<file path="src/rtl/tdm_demux16_pkg.sv">
// Shared constants and state encoding for the TDM slot demultiplexer.
// Vectors are MSB-first [0:N-1]: bit 0 corresponds to sel/slot 0.
package tdm_pkg;

  localparam int SLOTS = 16;
  localparam int SEL_W = 4;

  typedef enum logic {
    HUNT = 1'b0,
    RUN  = 1'b1
  } state_t;

endpackage

</file>
<file path="src/rtl/tdm_demux16_dec.sv">
// Select index to one-hot write-enable decoder; the inverse of the 16:1 mux tree.
// Purely combinational, no backpressure.
module dec4to16_onehot #(
  parameter int SLOTS = tdm_pkg::SLOTS,
  parameter int SEL_W = tdm_pkg::SEL_W
) (
  input  logic [0:SEL_W-1] sel,
  output logic [0:SLOTS-1] onehot
);

  always_comb begin
    onehot      = '0;
    onehot[sel] = 1'b1;
  end

endmodule

</file>
<file path="src/rtl/tdm_demux16.sv">
// Reassembles a serial TDM slot stream into a parallel word, or writes single addressed bits.
// Latency 1 cycle to out/out_valid; no backpressure, every valid input bit is consumed.
module tdm_demux16 import tdm_pkg::*; #(
  parameter int SLOTS = tdm_pkg::SLOTS,
  parameter int SEL_W = tdm_pkg::SEL_W
) (
  input  logic             clk,
  input  logic             rst_n,
  input  logic             din,
  input  logic             din_valid,
  input  logic             sync,
  input  logic             mode,
  input  logic [0:SEL_W-1] sel_in,
  output logic [0:SLOTS-1] out,
  output logic             out_valid,
  output logic [0:SEL_W-1] slot,
  output logic             frame_err
);

  state_t           state, state_n;
  logic [0:SEL_W-1] slot_n;
  logic [0:SLOTS-1] staging, staging_n;
  logic [0:SLOTS-1] out_n;
  logic             out_valid_n;
  logic             frame_err_n;

  logic [0:SEL_W-1] wsel;
  logic [0:SLOTS-1] we;
  logic [0:SLOTS-1] wr_bits;

  // Both modes share one decoder: the slot counter in auto-scan, sel_in when addressed.
  assign wsel    = mode ? sel_in : slot;
  assign wr_bits = {SLOTS{din}} & we;

  dec4to16_onehot #(
    .SLOTS (SLOTS),
    .SEL_W (SEL_W)
  ) u_dec (
    .sel    (wsel),
    .onehot (we)
  );

  always_comb begin
    state_n     = state;
    slot_n      = slot;
    staging_n   = staging;
    out_n       = out;
    out_valid_n = 1'b0;
    frame_err_n = 1'b0;

    if (mode) begin
      state_n   = HUNT;
      slot_n    = '0;
      staging_n = '0;
      if (din_valid) begin
        out_n       = (out & ~we) | wr_bits;
        out_valid_n = 1'b1;
      end
    end else if (din_valid) begin
      if (sync) begin
        // A sync anywhere but slot 0 of a running frame is early: flag it, restart here.
        frame_err_n  = (state == RUN) && (slot != '0);
        staging_n    = '0;
        staging_n[0] = din;
        slot_n       = SEL_W'(1);
        state_n      = RUN;
      end else if (state == RUN) begin
        if (slot == '0) begin
          frame_err_n = 1'b1;
          state_n     = HUNT;
        end else if (slot == SEL_W'(SLOTS-1)) begin
          out_n       = (staging & ~we) | wr_bits;
          out_valid_n = 1'b1;
          slot_n      = '0;
        end else begin
          staging_n = (staging & ~we) | wr_bits;
          slot_n    = slot + SEL_W'(1);
        end
      end
    end
  end

  always_ff @(posedge clk or negedge rst_n) begin
    if (!rst_n) begin
      state     <= HUNT;
      slot      <= '0;
      staging   <= '0;
      out       <= '0;
      out_valid <= 1'b0;
      frame_err <= 1'b0;
    end else begin
      state     <= state_n;
      slot      <= slot_n;
      staging   <= staging_n;
      out       <= out_n;
      out_valid <= out_valid_n;
      frame_err <= frame_err_n;
    end
  end

endmodule

</file>
<file path="config.mk">
export PLATFORM = sky130hd
export DESIGN_NAME = tdm_demux16
export DESIGN_NICKNAME = d
export VERILOG_FILES = /design/src/rtl/tdm_demux16_pkg.sv /design/src/rtl/tdm_demux16_dec.sv /design/src/rtl/tdm_demux16.sv
export SDC_FILE = /design/constraint.sdc
export NUM_CORES = 1
export LEC_CHECK = 0
export CAP_MARGIN = 20
export CORE_ASPECT_RATIO = 0.9
export CORE_UTILIZATION = 25
export CTS_CLUSTER_SIZE = 10
export DETAILED_ROUTE_END_ITERATION = 6
export GPL_ROUTABILITY_DRIVEN = 0
export PLACE_DENSITY = 0.47
export SLEW_MARGIN = 20
export SYNTH_ARGS = -nofsm -noshare
export SYNTH_HDL_FRONTEND = slang
export SYNTH_HIERARCHICAL = 1
export SYNTH_SLANG_ARGS = --single-unit
export TNS_END_PERCENT = 20
</file>
<file path="constraint.sdc">
create_clock -name clk -period 4.9 [get_ports clk]
set_input_delay 1.225 -clock clk [delete_from_list [all_inputs] [get_ports clk]]
set_output_delay 1.225 -clock clk [all_outputs]
set_load 0.02 [all_outputs]
</file>
==> results of run 1 <==
power by group through the flow:
stage	combinational [W]	sequential, W	clock (W)
after floorplan	0.0000526	0.000343	0
after global placement	0.0000910	0.000339	0
after detailed placement	0.0000919	0.000339	0
after CTS	0.0000921	0.000333	0.000390
after global routing	0.000100	0.000333	0.000407
final	0.0000904	0.000333	0.000377
metrics by stage:
step           utilization  instances  setup WS, ns  hold slack [ns]
2_1_floorplan            -        241          1.75            0.487
3_3_place_gp         0.298        383         0.941            0.502
3_5_place_dp         0.298        383         0.887            0.511
4_1_cts              0.315        391          1.23            0.526
5_1_grt              0.316        391          1.03            0.548
6_report             0.316        391          1.27            0.522
metal layers:
metal,part of all wire,track usage,vias up
met5,0,0,-
met4,0.010,0.0343,0
met3,0.017,0.0240,4
met2,0.43,0.186,20
met1,0.54,0.189,914
li1,-,-,953
worst register-to-register path, cell delays in order (launching register included):
cell and delay (ns):
dfrtp_1 0.42, ha_1 0.31, nand3b_4 0.14, nor3_4 0.77
mux2_2 0.42, o221a_2 0.25
layout by cell type (no fill, tap or decap), drive strengths merged, types with 2 or more instances in the layout:
cell type / instances
nor2b: 30
nand3b: 3
mux2: 16
and3: 16
clkdlybuf4s50: 30
and4b: 4
a21oi: 5
and4bb: 6
a221o: 15
nand2: 25
clkbuf: 5
and4: 2
nor4b: 4
clkinv: 2
a41oi: 2
o21ai: 6
nor2: 5
inv: 4
dfrtp: 39
ha: 2
nand3: 4
buf: 6
and2: 2
nand2b: 2
o221a: 15
path summary, 6_finish.rpt:
kind | startpoint | to | slack (ns) | cells after the start
max in group asynchronous | rst_n | staging[6] | 3.59 | 1
worst max register to register | slot[3] | register | 2.49 | 5
worst max-delay path | mode | register | 1.27 | 5
worst min-delay path | staging[11] | staging[11] | 0.52 | 1
worst min register to register | staging[11] | staging[11] | 0.52 | 1
min in group asynchronous | rst_n | staging[9] | 0.93 | 1
kinds of logic after synthesis:
group	after synthesis	synth area share
and+or+nand+nor	108	0.285
AOI/OAI and AO/OA	50	0.186
DFF	39	0.382
buffers and inverters	24	0.0598
muxes	17	0.0745
adders and majority gates	2	0.00980
xor gates and xnor gates	1	0.00343
cell type report:
type | instances | area [um2]
clock inverters | 3 | 43.8
multi-input cells | 178 | 1430
inverters | 4 | 15.0
clock buffers | 5 | 125
fillers | 1003 | 6700
well taps | 126 | 158
repair buffers | 36 | 345
flip-flops and latches | 39 | 976
==> metrics.txt, run 1 <==
final setup fails 0; core area 9780 um2; Post-synth EDFFs 0; outcome finished clean; Max Slew Vio Count 0; cell area after layout 3090 um2; Vias/cell 4.84; hold buffer count at CTS 0; Yosys warning count 6; area leader, netlist dfrtp_1; drt wl/cell 15.9 um; fraction of layout cells with a size suffix above 1 0.211; # H-tree levels 2; Sequential Power Share 0.416; synthesized area per cell 10.6 um2; largest net degree at the start of global routing 40; Min-Delay Path Class reg -> reg; Post-DP HPWL 3980 um; most frequent cell after synthesis dfrtp_1; Fin. Hold Viols 0; async set or reset register ratio after synthesis 1.00; Layout area overhead 20.9%; antenna violations before repair 0; power share of the combinational group 0.113; fmax 275 MHz; global-route wire length before repair 10300 um; GRT Overall Usage 0.127; critical path buffer and inverter count 1; Post-CTS Setup Repair Bufs 0; CTS sink cnt 39; IO Pins 32; CP startpoint kind input port; Iter 0 DRT Violations 101; Net Switching 0.000197 W; most area-consuming cells after synthesis dfrtp_1 (38%), nor2b_1 (7.3%), o221a_2 (6.6%); Gate Count Post-Synth 241; layout net count 276; vias post-DR 1891; CP max stage delay 0.78 ns; final setup skew 0.00533 ns; switching fraction of total power 0.247; Critical Path RT 5.06 ns; Seq/Total Area, Yosys 0.382; insertion delay to the later sink of the worst-skew pair 0.28 ns; slew of the pin with the lowest slew margin 0.892 ns; root buf cell clkbuf_16; vias in the first global route 1871; peak supply drop 0.127 mV; port bufs 31; Post-route DRC 0; number of inserted diodes 0; Mapped Area 2550 um2; CP max FO 20; GRT Residual Overflow 0; Final Cycle Share 0.741; RSZ-0062 raised after global routing false; Area after DPL 2920 um2; Rel. slew slack 0.404; Crit. End Element register; Tmin final 3.63 ns; Starting Density 0.261; critical path arrival 3.80 ns; post-route ant nets 0; Synth cell types 46; syn nets 253; Total Power 0.000800 W; Int Pwr 0.000602 W; overall die width 109 um; Core Rows 34; critical path's slowest cell clkdlybuf4s50_1; Leak 1.42 nW; CTS tree yes; Die Ht 97.9 um; cell family with most CP delay simple AND/OR/NAND/NOR gates; synthesized flop and latch total 39; setup TNS 0 ns; top-area cell type share of the netlist area 0.382; cells along the critical path clkdlybuf4s50_1, nand2b_1, nor3_4, mux2_2, o221a_2; Resized Gates After CTS 0; Clk pwr share 0.471; pwr dens 259 nW/um2; Commonest cells post-synth dfrtp_1 (39), nor2b_1 (30), nand2_1 (25); Num CTS Buffers 5; routed wire length 6230 um; Top FF cell, synth dfrtp_1; CTS Buffer Depth 2; critical path class in -> reg; Max-Cap Viols 0; iteration count of the initial detailed-routing pass 4; die area 10600 um2; Clock transition at path regs 0.06 ns
Note: power is estimated with default switching activity, not from simulation.
==> run 2, diff against run 1 <==
PLACE_DENSITY = 0.49   (was 0.47)
clock period = 3.2 ns   (was 4.9 ns; I/O delays follow)
==> metrics.txt, run 2 (synthesis gave the netlist of run 1 again) <==
outcome finished clean; CP max FO 10; Vias/cell 5.08; core area 9780 um2; final setup fails 0; Fin. Hold Viols 0; worst hold path startpoint staging[13]; Post-DP HPWL 4350 um; Iter 0 DRT Violations 43; port bufs 31; hold buffer count at CTS 0; Tmin final 2.74 ns; Core Rows 34; drt wl/cell 16.4 um; cells along the critical path clkdlybuf4s50_1, buf_4, nand2b_1, nor3_4, buf_4, mux2_2, o221a_2; Final Cycle Share 0.856; placed cells 393; root buf cell clkbuf_16; Clock transition at path regs 0.06 ns; GRT Residual Overflow 0; cell family with most CP delay buffers and inverters; Crit. End Element register; Max Slew Vio Count 0; Worst path depth 7; Area after DPL 2990 um2; fmax 365 MHz; RSZ-0062 raised after global routing false; Layout area overhead 23.3%; die area 10600 um2; Leak 1.46 nW; internal reg-to-reg setup slack 0.88 ns; Layout Cells excl Fill 401; Die Ht 97.9 um; peak supply drop 0.212 mV; critical path arrival 2.91 ns; global-route wire length before repair 10800 um; leading cell type in the layout, fill and taps excluded dfrtp_1; critical path buffer and inverter count 3; Hold EP staging[13]; most frequent cell on the critical path buf_4; overall die width 109 um; critical path class in -> reg; Rel. slew slack 0.309; reg2reg path depth 5; number of inserted diodes 0; fraction of layout cells with a size suffix above 1 0.236; CTS Buffer Depth 2; worst hold slack 0.518 ns; setup TNS 0 ns; FILL cells 1033; insertion delay to the later sink of the worst-skew pair 0.29 ns; Starting Density 0.261; CP max stage delay 0.59 ns; GRT Overall Usage 0.132; layout net count 286; Num CTS Buffers 5; Resized Gates After CTS 0; routed wire length 6580 um; IO Pins 32; # H-tree levels 2; CTS tree yes; final core occ 0.322; cell area after layout 3150 um2; CP startpoint kind input port; pwr dens 381 nW/um2; critical path's slowest cell clkdlybuf4s50_1; Post-CTS Setup Repair Bufs 0; Max-Cap Viols 0; vias post-DR 2038; final setup skew 0.00709 ns; slew of the pin with the lowest slew margin 1.03 ns; iteration count of the initial detailed-routing pass 4; R2R Path Start slot[3]; commonest non-fill, non-tap cells in the layout dfrtp_1 (39), nor2b_1 (30), clkdlybuf4s50_1 (30); antenna violations before repair 0; vias in the first global route 1997; worst hold path depth 1; largest net degree at the start of global routing 40; Post-route DRC 0; Critical Path RT 3.37 ns; post-route ant nets 0; CTS sink cnt 39; Min-Delay Path Class reg -> reg
run 2: through the flow:
step                      setup slack (ns)  total power, W
final                                0.461         0.00120
after global routing                 0.358         0.00124
after CTS                            0.474         0.00121
after detailed placement             0.176        0.000668
after global placement               0.179        0.000667
after floorplan                      0.479        0.000605
run 2: area by class of cell:
class,instances,area [um2],share of cell area
multi-input combinational,178,1430,0.453
sequential,39,976,0.310
timing repair buffer,46,418,0.133
tap,126,158,0.0501
clock buffer,8,156,0.0497
inverter,4,15.0,0.00477
run 2: power breakdown:
group | switching, W | total [W] | leakage, nW | internal, W
Clock | 0.000210 | 0.000542 | 0.0772 | 0.000333
Combinational | 0.0000871 | 0.000147 | 0.843 | 0.0000596
Sequential | 0.00000811 | 0.000510 | 0.540 | 0.000502
Total | 0.000305 | 0.00120 | 1.46 | 0.000894
run 2: worst register-to-register path: stages, from the launching register on:
cell and delay (ns):
dfrtp_1 0.43, ha_1 0.30, nand3b_4 0.14, o31ai_2 0.88
buf_4 0.31, o221a_2 0.20
run 2: per-layer routing:
| layer | global-route usage | wire length, um | part of all wire | vias to the layer above |
|---|---|---|---|---|
| met3 | 0.0307 | 189 | 0.029 | 9 |
| met5 | 0 | 0 | 0 | - |
| met2 | 0.190 | 2850 | 0.43 | 35 |
| met4 | 0.0385 | 87 | 0.013 | 0 |
| li1 | - | - | - | 986 |
| met1 | 0.193 | 3450 | 0.52 | 1008 |
run 2: worst max-delay path by stage:
stage / start / endpoint / slack, ns
2_1_floorplan: mode / staging[0] / 0.48
3_3_place_gp: mode / register / 0.18
3_5_place_dp: mode / register / 0.18
4_1_cts: mode / register / 0.47
5_1_grt: mode / register / 0.36
6_report: mode / register / 0.46
